[config.mk]
export PLATFORM = sky130hd
export DESIGN_NAME = blink_sched
export DESIGN_NICKNAME = d
export VERILOG_FILES = /design/src/rtl/blink_sched.sv
export SDC_FILE = /design/constraint.sdc
export NUM_CORES = 1
export LEC_CHECK = 0
export BUFFER_PORTS_ARGS = -buffer_cell sky130_fd_sc_hd__buf_2
export CAP_MARGIN = 20
export CORE_MARGIN = 2
export CORE_UTILIZATION = 44
export CTS_BUF_LIST = sky130_fd_sc_hd__clkbuf_4 sky130_fd_sc_hd__clkbuf_8
export DETAILED_ROUTE_END_ITERATION = 7
export PLACE_DENSITY_LB_ADDON = 0.05
export SLEW_MARGIN = 40
export SYNTH_ARGS = -nofsm -noshare
export SYNTH_HDL_FRONTEND = slang
export SYNTH_SLANG_ARGS = --single-unit
[constraint.sdc]
create_clock -name clk -period 3.6 [get_ports clk]
set_clock_uncertainty 0.2 [all_clocks]
set_input_delay 1.08 -clock clk [delete_from_list [all_inputs] [get_ports clk]]
set_output_delay 1.08 -clock clk [all_outputs]
set_load 0.05 [all_outputs]
[src/rtl/blink_sched.sv]
// blink_sched: shares one LED between requesters as timed ON/OFF blink jobs.
// Define BLINK_SCHED_RR_EN for round-robin arbitration (default: fixed priority).
module blink_sched #(
    parameter int NUM_REQ  = 2,
    parameter int TICK_DIV = 12000,
    parameter int CNT_W    = 16,
    parameter int REP_W    = 4,
    localparam int GW = (NUM_REQ > 1) ? $clog2(NUM_REQ) : 1
) (
    input  logic                     clk,
    input  logic                     rst_n,
    input  logic [NUM_REQ-1:0]       req_valid,
    output logic [NUM_REQ-1:0]       req_ready,
    input  logic [NUM_REQ*CNT_W-1:0] req_on,
    input  logic [NUM_REQ*CNT_W-1:0] req_off,
    input  logic [NUM_REQ*REP_W-1:0] req_reps,
    input  logic                     abort,
    output logic [NUM_REQ-1:0]       done,
    output logic                     busy,
    output logic [GW-1:0]            grant_id,
    output logic                     led
);

    localparam int PW = (TICK_DIV > 1) ? $clog2(TICK_DIV) : 1;

    typedef enum logic [1:0] {
        S_IDLE,
        S_ON,
        S_OFF,
        S_DONE
    } state_t;

    state_t           state_q, state_d;
    logic [PW-1:0]    presc_q, presc_d;
    logic [CNT_W-1:0] cnt_q, cnt_d;
    logic [CNT_W-1:0] on_q, on_d;
    logic [CNT_W-1:0] off_q, off_d;
    logic [REP_W-1:0] reps_q, reps_d;
    logic [GW-1:0]    gid_q, gid_d;
    logic             led_q, led_d;

    logic             found;
    logic [GW-1:0]    win;
    logic [CNT_W-1:0] on_w, off_w, on_len;
    logic [REP_W-1:0] reps_w;
    logic             tick, on_end, off_end, last_rep;

`ifdef BLINK_SCHED_RR_EN
    logic [GW-1:0]          rr_q, rr_d;
    logic [2*NUM_REQ-1:0]   dbl;
    logic [NUM_REQ-1:0]     rot;

    // Rotate the request vector so index 0 is the search start.
    always_comb begin
        found = 1'b0;
        win   = '0;
        dbl   = {req_valid, req_valid} >> rr_q;
        rot   = dbl[NUM_REQ-1:0];
        for (int i = NUM_REQ - 1; i >= 0; i--) begin
            if (rot[i]) begin
                found = 1'b1;
                if (int'(rr_q) + i >= NUM_REQ) begin
                    win = GW'(int'(rr_q) + i - NUM_REQ);
                end else begin
                    win = GW'(int'(rr_q) + i);
                end
            end
        end
    end

    always_comb begin
        rr_d = rr_q;
        if (state_q == S_IDLE && found) begin
            if (int'(win) + 1 >= NUM_REQ) begin
                rr_d = '0;
            end else begin
                rr_d = win + GW'(1);
            end
        end
    end

    always_ff @(posedge clk) begin
        if (!rst_n) begin
            rr_q <= '0;
        end else begin
            rr_q <= rr_d;
        end
    end
`else
    always_comb begin
        found = 1'b0;
        win   = '0;
        for (int i = NUM_REQ - 1; i >= 0; i--) begin
            if (req_valid[i]) begin
                found = 1'b1;
                win   = GW'(i);
            end
        end
    end
`endif

    assign on_w   = req_on[int'(win)*CNT_W +: CNT_W];
    assign off_w  = req_off[int'(win)*CNT_W +: CNT_W];
    assign reps_w = req_reps[int'(win)*REP_W +: REP_W];

    assign tick     = (presc_q == PW'(TICK_DIV - 1));
    assign on_len   = (on_q == '0) ? CNT_W'(1) : on_q;
    assign on_end   = tick && (cnt_q == on_len - CNT_W'(1));
    assign off_end  = tick && (cnt_q == off_q - CNT_W'(1));
    assign last_rep = (reps_q <= REP_W'(1));

    always_comb begin
        state_d = state_q;
        presc_d = tick ? '0 : presc_q + PW'(1);
        cnt_d   = tick ? cnt_q + CNT_W'(1) : cnt_q;
        on_d    = on_q;
        off_d   = off_q;
        reps_d  = reps_q;
        gid_d   = gid_q;
        led_d   = (state_q == S_ON) && !abort;
        unique case (state_q)
            S_IDLE: begin
                presc_d = '0;
                cnt_d   = '0;
                if (found) begin
                    on_d    = on_w;
                    off_d   = off_w;
                    reps_d  = (reps_w == '0) ? REP_W'(1) : reps_w;
                    gid_d   = win;
                    state_d = S_ON;
                end
            end
            S_ON: begin
                if (abort) begin
                    state_d = S_IDLE;
                end else if (on_end) begin
                    presc_d = '0;
                    cnt_d   = '0;
                    if (off_q != '0) begin
                        state_d = S_OFF;
                    end else begin
                        reps_d  = reps_q - REP_W'(1);
                        state_d = last_rep ? S_DONE : S_ON;
                    end
                end
            end
            S_OFF: begin
                if (abort) begin
                    state_d = S_IDLE;
                end else if (off_end) begin
                    presc_d = '0;
                    cnt_d   = '0;
                    reps_d  = reps_q - REP_W'(1);
                    state_d = last_rep ? S_DONE : S_ON;
                end
            end
            S_DONE: begin
                state_d = S_IDLE;
            end
            default: begin
                state_d = S_IDLE;
            end
        endcase
    end

    always_ff @(posedge clk) begin
        if (!rst_n) begin
            state_q <= S_IDLE;
            presc_q <= '0;
            cnt_q   <= '0;
            on_q    <= '0;
            off_q   <= '0;
            reps_q  <= '0;
            gid_q   <= '0;
            led_q   <= 1'b0;
        end else begin
            state_q <= state_d;
            presc_q <= presc_d;
            cnt_q   <= cnt_d;
            on_q    <= on_d;
            off_q   <= off_d;
            reps_q  <= reps_d;
            gid_q   <= gid_d;
            led_q   <= led_d;
        end
    end

    assign req_ready = (state_q == S_IDLE && found) ? (NUM_REQ'(1) << win) : '0;
    assign done      = (state_q == S_DONE) ? (NUM_REQ'(1) << gid_q) : '0;
    assign busy      = (state_q != S_IDLE);
    assign grant_id  = gid_q;
    assign led       = led_q;

endmodule

**Yosys cells after proc, flatten, opt, wreduce, memory -nomap -nowiden**

Index checks and enable logic that the tools add are counted.

- $add $sub $neg: 5
- Order comparisons: 1
- Equal/unequal tests: 14
- Shift-type cells: 5
- Mux-type cells: 34
- Reductions and logical operators: 14

Operators by type and width:

| cell | number |
|---|---|
| 16-bit 2-to-1 mux | 6 |
| 14-bit 2-to-1 mux | 5 |
| 32-bit by 6-bit indexed part select with 16-bit output | 2 |
| 16-bit case mux with 3 select lines | 1 |
| 14-bit case mux with 3 select lines | 1 |
| 16-bit == test | 2 |
| 16-bit by 1-bit subtractor with 16-bit output (second input constant) | 2 |
| 4-bit 2-to-1 mux | 7 |
| 2-bit 2-to-1 mux | 9 |
| 16-bit by 1-bit adder with 16-bit output (second input constant) | 1 |
| 16-bit zero test | 1 |
| 16-bit nonzero test | 1 |
| 14-bit by 1-bit adder with 14-bit output (second input constant) | 1 |
| 14-bit == test (second input constant) | 1 |
| 2-bit inequality test (second input constant) | 6 |
| 4-bit case mux with 3 select lines | 1 |
| 2-bit case mux with 4 select lines | 1 |
| 8-bit by 4-bit indexed part select with 4-bit output | 1 |
| 7-bit AND reduction | 1 |
| 3-bit inequality test (second input constant) | 2 |
| 2-bit == test (second input constant) | 2 |
| 4-bit by 1-bit <= comparator with 1-bit output (second input constant) | 1 |
| 1-bit logical AND | 4 |
| 4-bit zero test | 1 |
| 10 further kinds | 13 |

- Bits in registers: 70
- Bits of input ports: 77
- Output and inout bits: 7
- Logic and storage cells: 81

**Logic depth before layout (Yosys ltp)**

Gate-level depths: netlist of the first run.

- Depth in word-level cells: 8
- Mapped depth: 15

**Worst setup path before layout of the first run**

OpenSTA, ideal clock, no wires.

- Kind: flip-flop to flip-flop
- Start: register on_q[3]
- End: register reps_q[0]
- Setup time: 0.096 ns
- Data arrival time: 3.574 ns
- Path slack: -0.269 ns
- Stages on the path, launching flop included: 15
- Buffers on the path: 2
- Period minus slack after synthesis: 3.869 ns
- Path through: dfxtp_1 > buf_2 > or4_1 > buf_2 > nor2_4 > a21oi_1 > ha_1 > nor3b_1 > nand4_1 > xnor2_1 > a2111oi_2 > nand4_1 > o31a_1 > or4_4 > o41ai_2

- Word-level cells in the longest chain between the ends: 7

Ends and longest elaborated chain:

| item | RTL line | text |
|---|---|---|
| start, declared | 36 | `logic [CNT_W-1:0] on_q, on_d;` |
| start signal, assigned | 180 | `on_q <= on_d;` |
| 16-bit zero test | 107 | `assign on_len = (on_q == '0) ? CNT_W'(1) : on_q;` |
| 16-bit 2-to-1 mux * | 107 |  |
| 16-bit by 1-bit subtractor with 16-bit output * | 108 | `assign on_end = tick && (cnt_q == on_len - CNT_W'(1));` |
| 16-bit == test * | 108 |  |
| 1-bit logical AND * | 108 |  |
| 2-bit inequality test (no line) * | n/a |  |
| 7-bit AND reduction (no line) * | n/a |  |
| end signal, assigned | 182 | `reps_q <= reps_d;` |
| end, declared | 38 | `logic [REP_W-1:0] reps_q, reps_d;` |

Mark *: on every way between the ends. The rest lies on a longest branch, timed or not.
A chain may end at the register's enable or synchronous reset.

**Final worst setup path of the first run**

- Start: register on_q[1]
- End: register cnt_q[5]

- Word-level cells in the longest chain between the ends: 8

Ends and longest elaborated chain:

| item | RTL line | text |
|---|---|---|
| 16-bit zero test | 107 |  |
| 16-bit 2-to-1 mux * | 107 |  |
| 16-bit by 1-bit subtractor with 16-bit output * | 108 |  |
| 16-bit == test * | 108 |  |
| 1-bit logical AND * | 108 |  |
| 16-bit 2-to-1 mux * | 136 | `end else if (on_end) begin` |
| 16-bit 2-to-1 mux * | 134 | `if (abort) begin` |
| 16-bit case mux with 3 select lines * | 121 | `unique case (state_q)` |
| end signal, assigned | 179 | `cnt_q <= cnt_d;` |
| end, declared | 35 | `logic [CNT_W-1:0] cnt_q, cnt_d;` |

Marks and branches as above.

==> summary.txt, run 1 <==
Status
  • Outcome: completed

STA
  • Max frequency: 0.2789 GHz
  • Slew Viols, Final: 0
  • Tmin final: 3.586 ns
  • RSZ-0062 raised after global routing: true
  • Final setup violation count: 0
  • Final Cycle Share: 99.61%
  • Relative slew slack: 49.15%
  • Hold Slack: 0.2629 ns
  • Worst-Margin Slew: 0.7565 ns
  • Final Hold Fails: 0

Global routing
  • First-pass GRT wire length: 20510 um
  • Largest net degree at the start of global routing: 38
  • Initial antenna violation count: 0
  • Global route total overflow: 0
  • Number of global-route vias before repair: 4198
  • GRT Util Overall: 23.20%

Synthesis
  • Fraction of registers with async set/reset: 0%
  • Syn. warnings: 0
  • Syn Inst Count: 563
  • Top cell type's share of synthesized area: 31.38%
  • Post-Syn Area: 4466 um2
  • Post-synth EDFFs: 0
  • Area leader, netlist: dfxtp_1
  • Count of cell types in the netlist: 67
  • Syn avg cell area: 7.932 um2
  • FF+latch count, synth: 70
  • Most common flop cell mapped by yosys: dfxtp_1
  • Sequential fraction of the synthesis area: 31.38%
  • Net count after synthesis: 652
  • Largest cells by area after synthesis: dfxtp_1 31%, xnor2_1 6.9%, xor2_1 6.3%

Power and ir drop
  • Switch share: 39.19%
  • Sw Pwr: 0.001013 W
  • Clock power frac: 23.2%
  • Combinational power share: 39.7%
  • Seq pwr share: 37.1%
  • IR drop worst, VDD: 328.4 uV
  • Leakage power: 2.181 nW
  • Cell Pwr Density: 474.8 nW/um2
  • Total power: 0.002586 W
  • Power Internal: 0.001572 W

CTS
  • CTS tree: built
  • Clock-pin slew on the worst setup and hold paths: 0.09 ns
  • Max H-tree Level: 3
  • # hold bufs at CTS: 0
  • Clock sink total: 70
  • Maximum buffer depth of the clock tree: 2
  • Clock latency on the worst-skew pair: 0.38 ns
  • CTS root buf: clkbuf_8
  • Num CTS Buffers: 9

Worst setup path
  • Req. time, crit path: 3.67 ns
  • Critical Path Start Type: flip-flop
  • CP Class: flip-flop to flip-flop
  • CP max FO: 8
  • Worst EP arrival: 3.66 ns
  • Crit. End Element: flip-flop

Flow run
  • Max cap viols: 0

Die
  • Die ar.: 10970 um2
  • Row count: 36
  • IO Pins: 84
  • Core box area: 9819 um2
  • Starting Density: 45.48%
  • Die height: 104.7 um
  • DIE WIDTH: 104.7 um

Layout
  • Nets@finish: 747
  • Layout cell share with drive strength beyond 1: 24.89%
  • Area added between synthesis and finish: 21.97%
  • # fillers: 967
  • Antenna Cells: 0
  • Most frequent cells in the layout: 83 x buf_2, 68 x dfxtp_1, 61 x nor2_1
  • Post-layout util: 55.47%
  • Most common cell after layout, fill and taps aside: buf_2

Drt
  • Drt drc: 0
  • Met3 wire len: 562 um
  • WL/cell: 16.03 um
  • Drt first pass iters: 4
  • Top sig layer: met4
  • Total Wirelength: 12760 um
  • Via Count: 4442
  • Wl on met1: 6069 um
  • Final ANT Viol Nets: 0
  • Iteration-0 DRC Markers: 261
  • Vias per Instance: 5.580
  • Met2 wire length: 5941 um

Place
  • Post-DP HPWL: 9528 um
  • Final weighted congestion in routability-driven placement: 0.8849
  • Port Buffers: 83

Hold path
  • Worst hold-check path type: flip-flop to flip-flop
-- critical path, stage by stage, from the launching register on --
cell	delay, ns
dfxtp_4	0.35
or4_4	0.54
nor2_4	0.14
a21oi_2	0.07
ha_2	0.21
nor3b_4	0.18
a21oi_1	0.14
o21ai_1	0.08
nor4_1	0.36
nand4_1	0.13
o31a_1	0.33
buf_4	0.16
o41ai_4	0.19
buf_4	0.20
clkbuf_16	0.16
nor2_1	0.04
-- metal layers --
metal | track usage [%] | vias to the layer above
met3 | 5.926 | 15
li1 | - | 2246
met5 | 0 | -
met4 | 7.143 | 0
met2 | 36.83 | 102
met1 | 30.90 | 2079
-- synthesized netlist by cell type (all sizes together) (7+ instances only) --
| master | count |
|---|---|
| xnor2 | 35 |
| o21ai | 38 |
| xor2 | 32 |
| and3 | 7 |
| nor4 | 14 |
| clkbuf | 34 |
| dfxtp | 70 |
| nand2 | 25 |
| o22ai | 35 |
| nand3 | 15 |
| nor3 | 16 |
| nor2 | 63 |
| nand4 | 19 |
| a21oi | 40 |
| ha | 12 |
| inv | 22 |
-- through the flow --
stage	cell area [um2]	std cells	worst slack [ns]	setup TNS (ns)
after global routing	5446	796	-0.1093	-1.806
final	5446	796	0.01393	0
after detailed placement	5187	774	0.02650	0
after floorplan	4507	563	-0.01654	-0.01654
after CTS	5369	790	0.0003413	0
after global placement	5187	774	0.1328	0
-- cell type report --
cell class / count / area (um2) / share of cell area, %
Inverter: 23 / 86.33 / 1.585
Clock inverter: 7 / 57.56 / 1.057
Multi-Input combinational cell: 433 / 2875 / 52.79
Timing Repair Buffer: 121 / 730.7 / 13.42
Clock buffer: 9 / 123.9 / 2.274
Sequential cell: 70 / 1406 / 25.82
Tap cell: 133 / 166.4 / 3.055
-- flip-flops by register name, indices dropped and copies added, names as in the netlist --
register / cells
on_q: 16
led: 1
state_q: 2
cnt_q: 16
reps_q: 4
off_q: 16
presc_q: 14
grant_id: 1
-- power groups by stage --
stage	combinational [W]	clock [W]	sequential [W]
final	0.00103	0.000600	0.000958
after global placement	0.000960	0	0.000969
after floorplan	0.000668	0	0.000964
after CTS	0.000982	0.000619	0.000953
after detailed placement	0.000975	0	0.000971
after global routing	0.00112	0.000647	0.000971
-- kinds of logic after synthesis --
| group | share of synthesized area [%] |
|---|---|
| AND/OR/NAND/NOR | 23.31 |
| AO/OA/AOI/OAI | 22.05 |
| buffers and inverters | 5.127 |
| flip-flops | 31.38 |
| XOR/XNOR | 13.14 |
| adder cells (fa/ha/maj) | 3.362 |
| multiplexers | 1.625 |
-- worst paths after layout --
path / start / end / slack [ns] / cells past startpoint
hold / removal: presc_q[0] / presc_q[0] / 0.26 / 1
setup reg to reg: on_q[1] / cnt_q[5] / 0.01 / 15
hold reg to reg: presc_q[0] / presc_q[0] / 0.26 / 1
setup / recovery: on_q[1] / cnt_q[5] / 0.01 / 15
-- repair_timing --
| action | 4_1_cts | 5_1_grt |
|---|---|---|
| endpoints found under the hold margin | 0 | 0 |
| buffers inserted | 0 | 5 |
| gates resized for setup | 0 | 7 |
| endpoints found under the setup margin | 0 | 21 |
Note: power is estimated with default switching activity, not from simulation.
==> inputs of run 2 (changes only) <==
--- a/config.mk
+++ b/config.mk
@@ -5,14 +5,16 @@
 export SDC_FILE = /design/constraint.sdc
 export NUM_CORES = 1
 export LEC_CHECK = 0
-export BUFFER_PORTS_ARGS = -buffer_cell sky130_fd_sc_hd__buf_2
 export CAP_MARGIN = 20
 export CORE_MARGIN = 2
 export CORE_UTILIZATION = 44
 export CTS_BUF_LIST = sky130_fd_sc_hd__clkbuf_4 sky130_fd_sc_hd__clkbuf_8
 export DETAILED_ROUTE_END_ITERATION = 7
+export DONT_BUFFER_PORTS = 1
 export PLACE_DENSITY_LB_ADDON = 0.05
+export RECOVER_POWER = 50
 export SLEW_MARGIN = 40
 export SYNTH_ARGS = -nofsm -noshare
 export SYNTH_HDL_FRONTEND = slang
 export SYNTH_SLANG_ARGS = --single-unit
+export TNS_END_PERCENT = 100
==> summary.txt, run 2 (synthesis results as in run 1) <==
Worst setup path
  • Crit. End Element: flip-flop
  • Critical Path Start Type: flip-flop
  • Max incr delay on CP: 0.56 ns (+0.02 ns)
  • Worst path slowest cell: or4_4
  • Req. time, crit path: 3.65 ns (-0.02 ns)
  • R2r startpoint: on_q[4]
  • Most frequent CP cell: or4_4
  • Cells along the critical path: or4_4 > nor2_4 > a21oi_2 > ha_2 > nor3b_4 > a21oi_1 > o21ai_0 > nor4_1 > nand4_1 > o31a_1 > or4_4 > o41ai_2
  • CP Class: flip-flop to flip-flop
  • CP max FO: 7 (-1)
  • Worst EP arrival: 3.53 ns (-0.13 ns)
  • Critical Path Start: on_q[4]

STA
  • Hold Slack: 0.2763 ns (+0.01341 ns)
  • TNS Setup: 0 ns (unchanged)
  • RSZ-0062 raised after global routing: true
  • Slew Viols, Final: 0 (unchanged)
  • Final setup violation count: 0 (unchanged)
  • Final Cycle Share: 96.74% (-2.9 points)
  • Worst-Margin Slew: 0.7888 ns (+0.03224 ns)
  • Tmin final: 3.483 ns (-0.1033 ns)
  • Relative slew slack: 46.98% (-2.2 points)
  • PnR worst setup slack: 0.1172 ns (+0.1033 ns)
  • Max frequency: 0.2871 GHz (+3.0%)
  • Final Hold Fails: 0 (unchanged)

Drt
  • Total Wirelength: 11940 um (-6.5%)
  • WL/cell: 16.74 um (+4.4%)
  • Vias per Instance: 5.809 (+4.1%)
  • Final ANT Viol Nets: 0 (unchanged)
  • Via Count: 4142 (-6.8%)
  • Drt drc: 0 (unchanged)
  • Iteration-0 DRC Markers: 199 (-24%)
  • Drt first pass iters: 4 (unchanged)

Power and ir drop
  • Sw Pwr: 0.0009399 W (-7.3%)
  • Power Internal: 0.001754 W (+12%)
  • Clock power frac: 29.7% (+6.5 points)
  • Combinational power share: 34.5% (-5.2 points)
  • Leakage power: 1.867 nW (-14%)
  • IR drop worst, VDD: 236.4 uV (-28%)
  • Switch share: 34.89% (-4.3 points)
  • Seq pwr share: 35.9% (-1.2 points)
  • Cell Pwr Density: 531.2 nW/um2 (+12%)

Layout
  • Antenna Cells: 0 (unchanged)
  • Post-layout util: 51.64% (-3.8 points)
  • Layout cell share with drive strength beyond 1: 13.45% (-11 points)
  • Post-route design area: 5071 um2 (-6.9%)
  • Most common cell after layout, fill and taps aside: dfxtp_1
  • Multi-input gate area: 2872 um2 (-0.13%)
  • Area added between synthesis and finish: 13.56%
  • Most frequent cells in the layout: 69 x dfxtp_1, 61 x nor2_1, 39 x a21oi_1
  • Top flop regs: cnt_q: 16 flops, off_q: 16 flops, on_q: 16 flops
  • Register area: 1403 um2 (-0.27%)
  • # fillers: 978 (+1.1%)
  • Nets@finish: 664 (-11%)

Global routing
  • Initial antenna violation count: 0 (unchanged)
  • First-pass GRT wire length: 19320 um (-5.8%)
  • GRT Util Overall: 21.70% (-1.5 points)
  • Global route total overflow: 0 (unchanged)
  • Largest net degree at the start of global routing: 44 (+16%)
  • Number of global-route vias before repair: 3903 (-7.0%)

Hold path
  • Worst hold-check path type: flip-flop to flip-flop
  • Hold Startpoint: presc_q[0]

Die
  • Core box area: 9819 um2 (unchanged)
  • Starting Density: 45.48% (unchanged)
  • Die height: 104.7 um (unchanged)
  • Row count: 36 (unchanged)
  • Die ar.: 10970 um2 (unchanged)
  • IO Pins: 84 (unchanged)
  • DIE WIDTH: 104.7 um (unchanged)

Place
  • Final weighted congestion in routability-driven placement: 0.8791 (-0.66%)
  • Post-DP HPWL: 8935 um (-6.2%)
  • DP Area: 4795 um2 (-7.6%)
  • Port Buffers: 0 (-100%)
  • Setup WS pre-CTS: 0.07340 ns (+0.04690 ns)

Flow run
  • Max cap viols: 0 (unchanged)

CTS
  • Maximum buffer depth of the clock tree: 2 (unchanged)
  • Clock-pin slew on the worst setup and hold paths: 0.08 ns (about the same)
  • Clock sink total: 70 (unchanged)
  • # hold bufs at CTS: 0 (unchanged)
  • Num CTS Buffers: 9 (unchanged)
  • Max H-tree Level: 3 (unchanged)
  • Clock latency on the worst-skew pair: 0.34 ns (-0.04 ns)
  • CTS root buf: clkbuf_8
  • CTS tree: built

Status
  • Outcome: completed
## run 2: cell count changes in the layout (fill, tap and decap cells not counted), moves of 2 or more
cell        change
buf_2          -83
clkbuf_1        +2
bufinv_16       +3
clkinvlp_4      -2
## run 2: metrics by stage
| stage | cells | power, W |
|---|---|---|
| after detailed placement | 694 | 0.001894 |
| after floorplan | 563 | 0.001632 |
| after global placement | 694 | 0.001881 |
| final | 713 | 0.002694 |
| after global routing | 713 | 0.002854 |
| after CTS | 710 | 0.002698 |
## run 2: layout make-up
type                            instances  area share, %
Clock inverter                          6          2.295
Timing Repair Buffer                   38          5.724
Tap cell                              133          3.282
Inverter                               23          1.702
Sequential cell                        70          27.66
Multi-Input combinational cell        433          56.62
Clock buffer                           10          2.714
## run 2: power by group through the flow
| stage | sequential [W] | combinational, W | clock [W] |
|---|---|---|---|
| final | 0.000966 | 0.000929 | 0.000799 |
| after global routing | 0.000979 | 0.00103 | 0.000846 |
| after CTS | 0.000962 | 0.000918 | 0.000818 |
| after detailed placement | 0.000980 | 0.000914 | 0 |
| after global placement | 0.000979 | 0.000902 | 0 |
| after floorplan | 0.000964 | 0.000668 | 0 |
## run 2: timing repair
item                       CTS  global route
gates resized for setup      0             2
buffers inserted             0             3
setup endpoints to repair    0             4
## run 2: final timing paths
| kind | to | slack (ns) | cells after the start |
|---|---|---|---|
| min | presc_q[0] | 0.28 | 1 |
| min reg2reg | presc_q[0] | 0.28 | 1 |
| max | reps_q[0] | 0.12 | 12 |
| max reg2reg | reps_q[0] | 0.12 | 12 |
## run 2: metal layers
metal  global-route usage, %  routed length [um]  share of wire, %  vias up
li1                        -                   -                 -     2066
met1                   29.45                5707                48     1960
met5                       0                   0                 0        -
met2                   34.79                5512                46      102
met3                   4.367                 550               4.6       14
met4                   6.476                 165               1.4        0
## run 2: critical path, delay by kind of cell, from the launching register on
kind	cells	cell delay (ns)
AO/OA/AOI/OAI	5	0.81
adder cells (fa/ha/maj)	1	0.21
flip-flops	1	0.32
AND/OR/NAND/NOR	6	1.85
